<file path="config.mk">
export PLATFORM = sky130hd
export DESIGN_NAME = wb_arbiter
export DESIGN_NICKNAME = d
export VERILOG_FILES = /design/src/rtl/wb_arbiter.sv
export SDC_FILE = /design/constraint.sdc
export NUM_CORES = 1
export LEC_CHECK = 0
export BUFFER_PORTS_ARGS = -buffer_cell sky130_fd_sc_hd__buf_4
export CORE_AREA = 2 2 125 127
export DETAILED_ROUTE_END_ITERATION = 6
export DIE_AREA = 0 0 127 129
export PLACE_DENSITY = 0.44
export SETUP_SLACK_MARGIN = 0.1
export SYNTH_ARGS = -nofsm -noshare
export SYNTH_HDL_FRONTEND = slang
export SYNTH_SLANG_ARGS = --single-unit
</file>
<file path="constraint.sdc">
create_clock -name clk_in -period 3.6 [get_ports clk_in]
set_input_delay 0.72 -clock clk_in [delete_from_list [all_inputs] [get_ports clk_in]]
set_output_delay 0.72 -clock clk_in [all_outputs]
set_load 0.02 [all_outputs]
</file>
<file path="src/rtl/wb_arbiter.sv">
// wb_arbiter: round-robin arbiter sharing one Wishbone bus between N masters.
//
// A master keeps the bus for as long as it holds cyc. A watchdog ends any
// transfer whose strobe stays unanswered for TimeoutCycles cycles. It answers
// the stalled master with err and then waits for that master to let go.
//
// Parameters:
//   N             number of masters (>= 1); index 0 is the CPU core
//   TimeoutCycles stalled-strobe cycles before abort, 0 disables the watchdog
//   AW / DW       address / data width (select width is DW/8)
//
// Ports:
//   clk_in, reset_in         clock, synchronous active-high reset
//   bus_in_*  [N]            master-side Wishbone ports (slave view)
//   bus_out_*                single interconnect-side Wishbone port
//   grant_o                  index of the current or last granted master
//   busy_o                   high while a master owns the bus or is being aborted
//   timeout_o                one-cycle pulse when the watchdog fires
module wb_arbiter #(
  parameter int N             = 2,
  parameter int TimeoutCycles = 64,
  parameter int AW            = 32,
  parameter int DW            = 32,
  localparam int SW           = DW / 8,
  localparam int GW           = (N > 1) ? $clog2(N) : 1
) (
  input  logic                   clk_in,
  input  logic                   reset_in,
  // master side
  input  logic [N-1:0]           bus_in_cyc,
  input  logic [N-1:0]           bus_in_stb,
  input  logic [N-1:0]           bus_in_we,
  input  logic [N-1:0][SW-1:0]   bus_in_sel,
  input  logic [N-1:0][AW-1:0]   bus_in_adr,
  input  logic [N-1:0][DW-1:0]   bus_in_dat_w,
  output logic [N-1:0][DW-1:0]   bus_in_dat_r,
  output logic [N-1:0]           bus_in_ack,
  output logic [N-1:0]           bus_in_err,
  // interconnect side
  output logic                   bus_out_cyc,
  output logic                   bus_out_stb,
  output logic                   bus_out_we,
  output logic [SW-1:0]          bus_out_sel,
  output logic [AW-1:0]          bus_out_adr,
  output logic [DW-1:0]          bus_out_dat_w,
  input  logic [DW-1:0]          bus_out_dat_r,
  input  logic                   bus_out_ack,
  input  logic                   bus_out_err,
  // status
  output logic [GW-1:0]          grant_o,
  output logic                   busy_o,
  output logic                   timeout_o
);

  localparam int CW = (TimeoutCycles > 0) ? $clog2(TimeoutCycles + 1) : 1;

  typedef enum logic [1:0] {
    S_IDLE  = 2'd0,
    S_GRANT = 2'd1,
    S_ABORT = 2'd2
  } state_t;

  state_t        r_state;
  logic [GW-1:0] r_grant;
  logic          r_busy;
  logic [CW-1:0] r_cnt;

  logic          w_any;
  logic [GW-1:0] w_winner;
  int            w_idx;
  logic          w_granted;
  logic          w_timeout;
  logic          w_route;

  // Round-robin search: start one past the last grant and wrap; the first
  // requester found wins. Only evaluated while idle.
  always_comb begin
    w_any    = 1'b0;
    w_winner = '0;
    w_idx    = 0;
    for (int k = 1; k <= N; k++) begin
      w_idx = int'(r_grant) + k;
      if (w_idx >= N) begin
        w_idx = w_idx - N;
      end
      if (!w_any && bus_in_cyc[GW'(w_idx)]) begin
        w_any    = 1'b1;
        w_winner = GW'(w_idx);
      end
    end
  end

  // Reset silences the bus in the same cycle it is asserted, so a transfer
  // interrupted by reset never leaks an ack or err to a master.
  assign w_granted = (r_state == S_GRANT) && !reset_in;

  generate
    if (TimeoutCycles == 0) begin : g_no_wdog
      assign w_timeout = 1'b0;
    end else begin : g_wdog
      assign w_timeout = w_granted && (r_cnt == CW'(TimeoutCycles));
    end
  endgenerate

  // The firing cycle already belongs to the abort: the bus is dropped and
  // any slave response in that cycle is discarded.
  assign w_route = w_granted && !w_timeout;

  assign bus_out_cyc   = w_route && bus_in_cyc[r_grant];
  assign bus_out_stb   = w_route && bus_in_stb[r_grant];
  assign bus_out_we    = w_route && bus_in_we[r_grant];
  assign bus_out_sel   = w_route ? bus_in_sel[r_grant] : '0;
  assign bus_out_adr   = bus_in_adr[r_grant];
  assign bus_out_dat_w = bus_in_dat_w[r_grant];

  for (genvar gi = 0; gi < N; gi++) begin : g_master
    assign bus_in_dat_r[gi] = bus_out_dat_r;
    assign bus_in_ack[gi]   = w_route && (r_grant == GW'(gi)) && bus_out_ack;
    assign bus_in_err[gi]   = (r_grant == GW'(gi)) &&
                              ((w_route && bus_out_err) || w_timeout);
  end

  assign grant_o   = r_grant;
  assign busy_o    = r_busy;
  assign timeout_o = w_timeout;

  always_ff @(posedge clk_in) begin
    if (reset_in) begin
      r_state <= S_IDLE;
      r_grant <= GW'(N - 1);
      r_busy  <= 1'b0;
      r_cnt   <= '0;
    end else begin
      case (r_state)
        S_IDLE: begin
          r_cnt <= '0;
          if (w_any) begin
            r_state <= S_GRANT;
            r_grant <= w_winner;
            r_busy  <= 1'b1;
          end
        end
        S_GRANT: begin
          if (w_timeout) begin
            r_state <= S_ABORT;
            r_cnt   <= '0;
          end else if (!bus_in_cyc[r_grant]) begin
            r_state <= S_IDLE;
            r_busy  <= 1'b0;
            r_cnt   <= '0;
          end else if (bus_out_ack || bus_out_err) begin
            r_cnt <= '0;
          end else if (bus_out_stb && (TimeoutCycles != 0)) begin
            r_cnt <= r_cnt + CW'(1);
          end
        end
        S_ABORT: begin
          // Hold the bus off until the aborted master gives up its cycle.
          if (!bus_in_cyc[r_grant]) begin
            r_state <= S_IDLE;
            r_busy  <= 1'b0;
          end
        end
        default: begin
          r_state <= S_IDLE;
          r_busy  <= 1'b0;
          r_cnt   <= '0;
        end
      endcase
    end
  end

endmodule

</file>
* Word-level counts from Yosys, hierarchy flattened
Cells that the tools add are included.
W data, S select, Z words.
** Storage, ports and cells
- Input bits :: 178
- Register bits :: 11
- Word-level logic and storage cells :: 81
** Operators by class
- Bitwise operators :: 2
- Multiplexer cells :: 36
- Add/subtract/negate cells :: 5
- Reduce and logical (&&, ||, !) cells :: 23
- Magnitude comparators :: 5
- Equal/unequal tests :: 6
** Operators by type and width (number)
- $mux W32 :: 4
- $mux W7 :: 4
- $mux W1 :: 19
- $logic_and A1 B1 Y1 :: 14
- $pmux W7 S2 :: 1
- $mux W4 :: 3
- $add A7 B1 Y7 const B :: 1
- $eq A7 B7 Y1 const B :: 1
- $lt A1 B3 Y1 const B :: 2
- $mux W2 :: 3
- $pmux W2 S3 :: 1
- $reduce_and A2 Y1 :: 3
- $ne A5 B4 Y1 const B :: 1
- $ne A2 B2 Y1 const B :: 2
- $add A1 B2 Y3 const B :: 1
- $ge A3 B2 Y1 const B :: 1
- $logic_not A1 Y1 :: 3
- $pmux W1 S3 :: 1
- $add A1 B1 Y2 const B :: 1
- $eq A2 B1 Y1 const B :: 1
- $eq A2 B2 Y1 const B :: 1
- $ge A2 B2 Y1 const B :: 1
- $logic_not A2 Y1 :: 1
- $logic_or A1 B1 Y1 :: 2
- other kinds (3) :: 5

* Logic depth before layout (Yosys ltp)
- Depth after elaboration :: 12
- Gate-level depth with buffers :: 6

* Least setup slack after synthesis
OpenSTA, ideal clock, no wires.
- Kind :: in2out
- Start point :: in reset_in
- End point :: out bus_in_ack[0]
- Path slack :: 1096 ps
- Stages :: 4
- Arrival time :: 1784 ps
- Path buffers :: 1
- Cell sequence :: clkbuf_1 -> nand2b_1 -> a31oi_1 -> and3_1
** Between the ends
- Longest elaborated chain between the ends :: 7
** RTL lines
- from (decl) :: line 28 : input logic reset_in,
- $logic_not A1 Y1 * :: line 95 : assign w_granted = (r_state == S_GRANT) && !reset_in;
- $logic_and A1 B1 Y1 * :: line 95
- $logic_and A1 B1 Y1 :: line 101 : assign w_timeout = w_granted && (r_cnt == CW'(TimeoutCycles));
- $logic_not A1 Y1 :: line 107 : assign w_route = w_granted && !w_timeout;
- $logic_and A1 B1 Y1 * :: line 107
- $logic_and A1 B1 Y1 * (2 in series) :: line 118 : assign bus_in_ack[gi] = w_route && (r_grant == GW'(gi)) && bus_out_ack;
- to (decl) :: line 37 : output logic [N-1:0] bus_in_ack,
Every way passes the cells marked *; elsewhere a longest branch is shown, timed or not.

* Worst setup path in the final report
- Start point :: reg r_grant (netlist: grant_o)
- End point :: out bus_out_stb
** Between the ends
- Longest elaborated chain between the ends :: 3
** RTL lines
- from (decl) :: line 64 : logic [GW-1:0] r_grant;
- from (signal assigned) :: line 130 : r_grant <= GW'(N - 1);
- from (signal assigned) :: line 139 : r_grant <= w_winner;
- $mux W1 (implied by the code) (2 in series) :: line 110 : assign bus_out_stb = w_route && bus_in_stb[r_grant];
- $logic_and A1 B1 Y1 :: line 110
- to (decl) :: line 41 : output logic bus_out_stb,
Every way passes these cells. The select of a mux whose other input is x is not followed.

==> impl_metrics.toml <==
[status]
outcome = "completed"

[floorplan]
die_w_microns = 127
core_area_sq_um = 14980
initial_core_util_pct = 14.18
die_h_microns = 129
pin_count = 320
die_area_sq_um = 16380
rows = 45

[global_route]
grt_max_degree = 45
grt_pass1_wl_mm = 12.67
grt_pass1_vias = 2331
antenna_found_initial = 0
grt_usage_pct = 9.680
grt_overflow = 0

[worst_setup_path]
cpMostUsedCell = "buf_4"
path_buf_inv = 2
max_stage_delay_ps = 710
start_kind = "flop"
r2r-end = "r_cnt[1]"
regToRegSetupSlack_ps = 1360
path_delay_family = "flip-flops"
cpMaxStageDelayCell = "dfxtp_4"
reg2reg_depth = 5
worstPathArrival_ps = 1960
critPathLaunch = "grant_o"
path_depth = 4
crit_chain = "buf_4, mux2i_1, nor2_1, buf_4"
crit_path_end = "bus_out_stb"
required_ps = 2880
cp_max_fo = 44
cp-end-kind = "primary output"
r2r-start = "grant_o"
worstSetupPathType = "reg -> out"

[pwr]
pwr-share-clk_pct = 23.9
power_density_nw_per_um2 = 235.8
power.leakage_nw = 1.781
pwr-share-seq_pct = 17.0
comb_power_share_pct = 59.0
intPower_w = 0.0005579
irDropWorstVdd_mv = 0.1271
p_sw_w = 0.0002938
p_sw_share_pct = 34.49

[clocking]
post_cts_buffers = 0
cts_tree = "built"
insertion_delay_ps = 240
h-tree-depth = 1
cts_made_buffers = 3
cts.clk_slew.worst_paths_ps = 40
post_cts_resize_count = 0
cts-root-buf = "clkbuf_16"
clock_path_buffers = 2
cts.hold.buffers_added = 0
numClockSinks = 11

[placed_design]
io_buffers = 223
place.gp.congestion = 0.8861
dp_hpwl_mm = 7.467

[timing]
finalClockSkew_ps = 1.966
setup_viol_count_final = 0
slew_violations = 0
finalHoldViolCount = 0
whs_ps = 523.3
tightest_slew_ps = 587.3
rsz0062_at_grt = "no"
finalCritPeriodShare_pct = 74.52
setup_tns_ps = 0
finalCriticalPeriod_ps = 2683
slew_headroom_pct = 59.73
max_freq_mhz = 372.7

[yosys]
syn_inst = 244
synth_top_family_by_area = "multiplexers"
syn_area_sq_um = 2123
ys_seq_elements = 11
yosysWarnings = 0
syn_area_per_cell_sq_um = 8.702
yosysUniqueCellTypes = 35
synth_compound_area_share_pct = 10.19
syn_nets = 428
ys_seq_area_share_pct = 10.37
synthAdderAreaFrac_pct = 3.536
synthXorXnorAreaFrac_pct = 0
synthMuxAreaShare_pct = 38.30
synth_simple_gate_area_share_pct = 11.79

[cells_and_area]
n_antenna_cell = 0
final_util_pct = 24.12
layout.nets = 585
syn_to_final_growth_pct = 70.12
layout-drive-gt1-share_pct = 76.75

[routing]
vias = 2335
ant_nets = 0
post-route-drc-count = 0
drtIter0Drc = 100
routed_wl_mm = 8.798
detail_route.vias_per_cell = 3.971
wl_per_cell_microns = 14.96
dr.pass1.iters = 4

[job]
maxCapViolCount = 0

[min_path]
hold_path.class = "reg -> reg"
==> cells in the mapped netlist <==
cell type  count  area, sq um
and3_1         4        25.02
nand2b_1       1        6.260
o2bb2ai_1      1        8.760
nand4_1        4        25.02
nor2_1        18        67.56
mux2i_1        7        70.07
or3_1          1        6.260
nor3_2         2        20.02
buf_4         64        480.5
nor3_1         2        10.01
or4_1          2        15.01
a21oi_1        3        15.01
nand2_1        5        18.77
a31o_2         5        43.79
o2111ai_1      1        8.760
o32ai_1        1        8.760
inv_1          6        22.52
nor4_2         1        12.51
nand4b_1       1        8.760
o21ai_0        4        20.02
o21ba_2        1        10.01
ha_1           6        75.07
clkbuf_1       4        15.01
o211ai_1       1        7.510
o211a_1        1        10.01
buf_2          6        30.03
nor2b_1        3        18.77
o31ai_1        1        7.510
o21ai_4        1        16.27
a31oi_1        4        25.02
dfxtp_1       11        220.2
or4_4          1        11.26
nand3_1        1        5.000
a22o_1         4        35.03
mux2_2        66        743.2
==> per-stage QoR <==
| stage | total power (W) | setup slack (ps) | cells | cell area, sq um |
|---|---|---|---|---|
| 4_1_cts | 0.0008651 | 889.1 | 588 | 3612 |
| 2_1_floorplan | 0.0004914 | 1096 | 244 | 2123 |
| 5_1_grt | 0.0008970 | 734.8 | 588 | 3612 |
| 3_5_place_dp | 0.0006538 | 1138 | 584 | 3533 |
| 3_3_place_gp | 0.0006517 | 1190 | 584 | 3533 |
| 6_report | 0.0008517 | 917.1 | 588 | 3612 |
==> layout make-up <==
type                       count  area (sq um)
sequential                    11         224.0
timing repair buffer         226          1697
multi-input combinational    153          1355
fill                        1651         11360
tap                          188         235.2
clock buffer                   4         78.83
inverter                       6         22.52
==> how the worst min path moves through the flow <==
stage | from | end | slack, ps | cells past startpoint
CTS | r_state[1] | r_state[1] | 530 | 2
finish | busy_o | busy_o | 520 | 2
global placement | busy_o | busy_o | 510 | 2
global route | busy_o | busy_o | 570 | 2
floorplan | r_state[1] | r_state[1] | 480 | 2
detailed placement | r_state[1] | r_state[1] | 510 | 2
==> sequential cells by signal, indices dropped and copies added (netlist names) <==
name	count
busy_o	1
grant_o	1
r_state	2
r_cnt	7
==> kinds of logic (layout without fill, tap and decap cells) <==
| logic type | Yosys count | in the layout |
|---|---|---|
| AOI/OAI and AO/OA | 28 | 28 |
| adders and majority gates | 6 | 6 |
| buffers and inverters | 80 | 236 |
| DFF | 11 | 11 |
| muxes | 73 | 73 |
| and+or+nand+nor | 46 | 46 |
==> power groups by stage <==
stage                     Clock (W)  Sequential, W  Combinational, W
after floorplan                   0       0.000133          0.000358
after global placement            0       0.000147          0.000505
after detailed placement          0       0.000148          0.000506
after CTS                  0.000212       0.000145          0.000508
after global routing       0.000218       0.000148          0.000531
final                      0.000204       0.000145          0.000503
==> metal layers <==
layer | routed length, microns | GRT usage [%]
met1 | 3385 | 11.52
met2 | 4543 | 18.47
met3 | 740 | 1.455
met4 | 129 | 1.875
met5 | 0 | 0
==> layout by cell type, fill, tap and decap left out, types with 2 or more instances in the layout <==
| cell | n |
|---|---|
| or4_1 | 2 |
| a31oi_1 | 4 |
| a21oi_1 | 3 |
| and3_1 | 4 |
| ha_1 | 6 |
| o21ai_0 | 4 |
| nor3_2 | 2 |
| nor2_1 | 18 |
| clkbuf_16 | 3 |
| buf_4 | 226 |
| mux2_2 | 66 |
| a22o_1 | 4 |
| mux2i_1 | 7 |
| nand2_1 | 5 |
| inv_1 | 6 |
| nor2b_1 | 3 |
| dfxtp_1 | 10 |
| nand4_1 | 4 |
| nor3_1 | 2 |
| a31o_2 | 5 |
==> worst min-delay path: cells and delay by family, from the launching register on <==
kind	cells	cell delay [ps]
AO/OA/AOI/OAI	2	160
flip-flops	1	320
(Power assumes the default switching activity.)
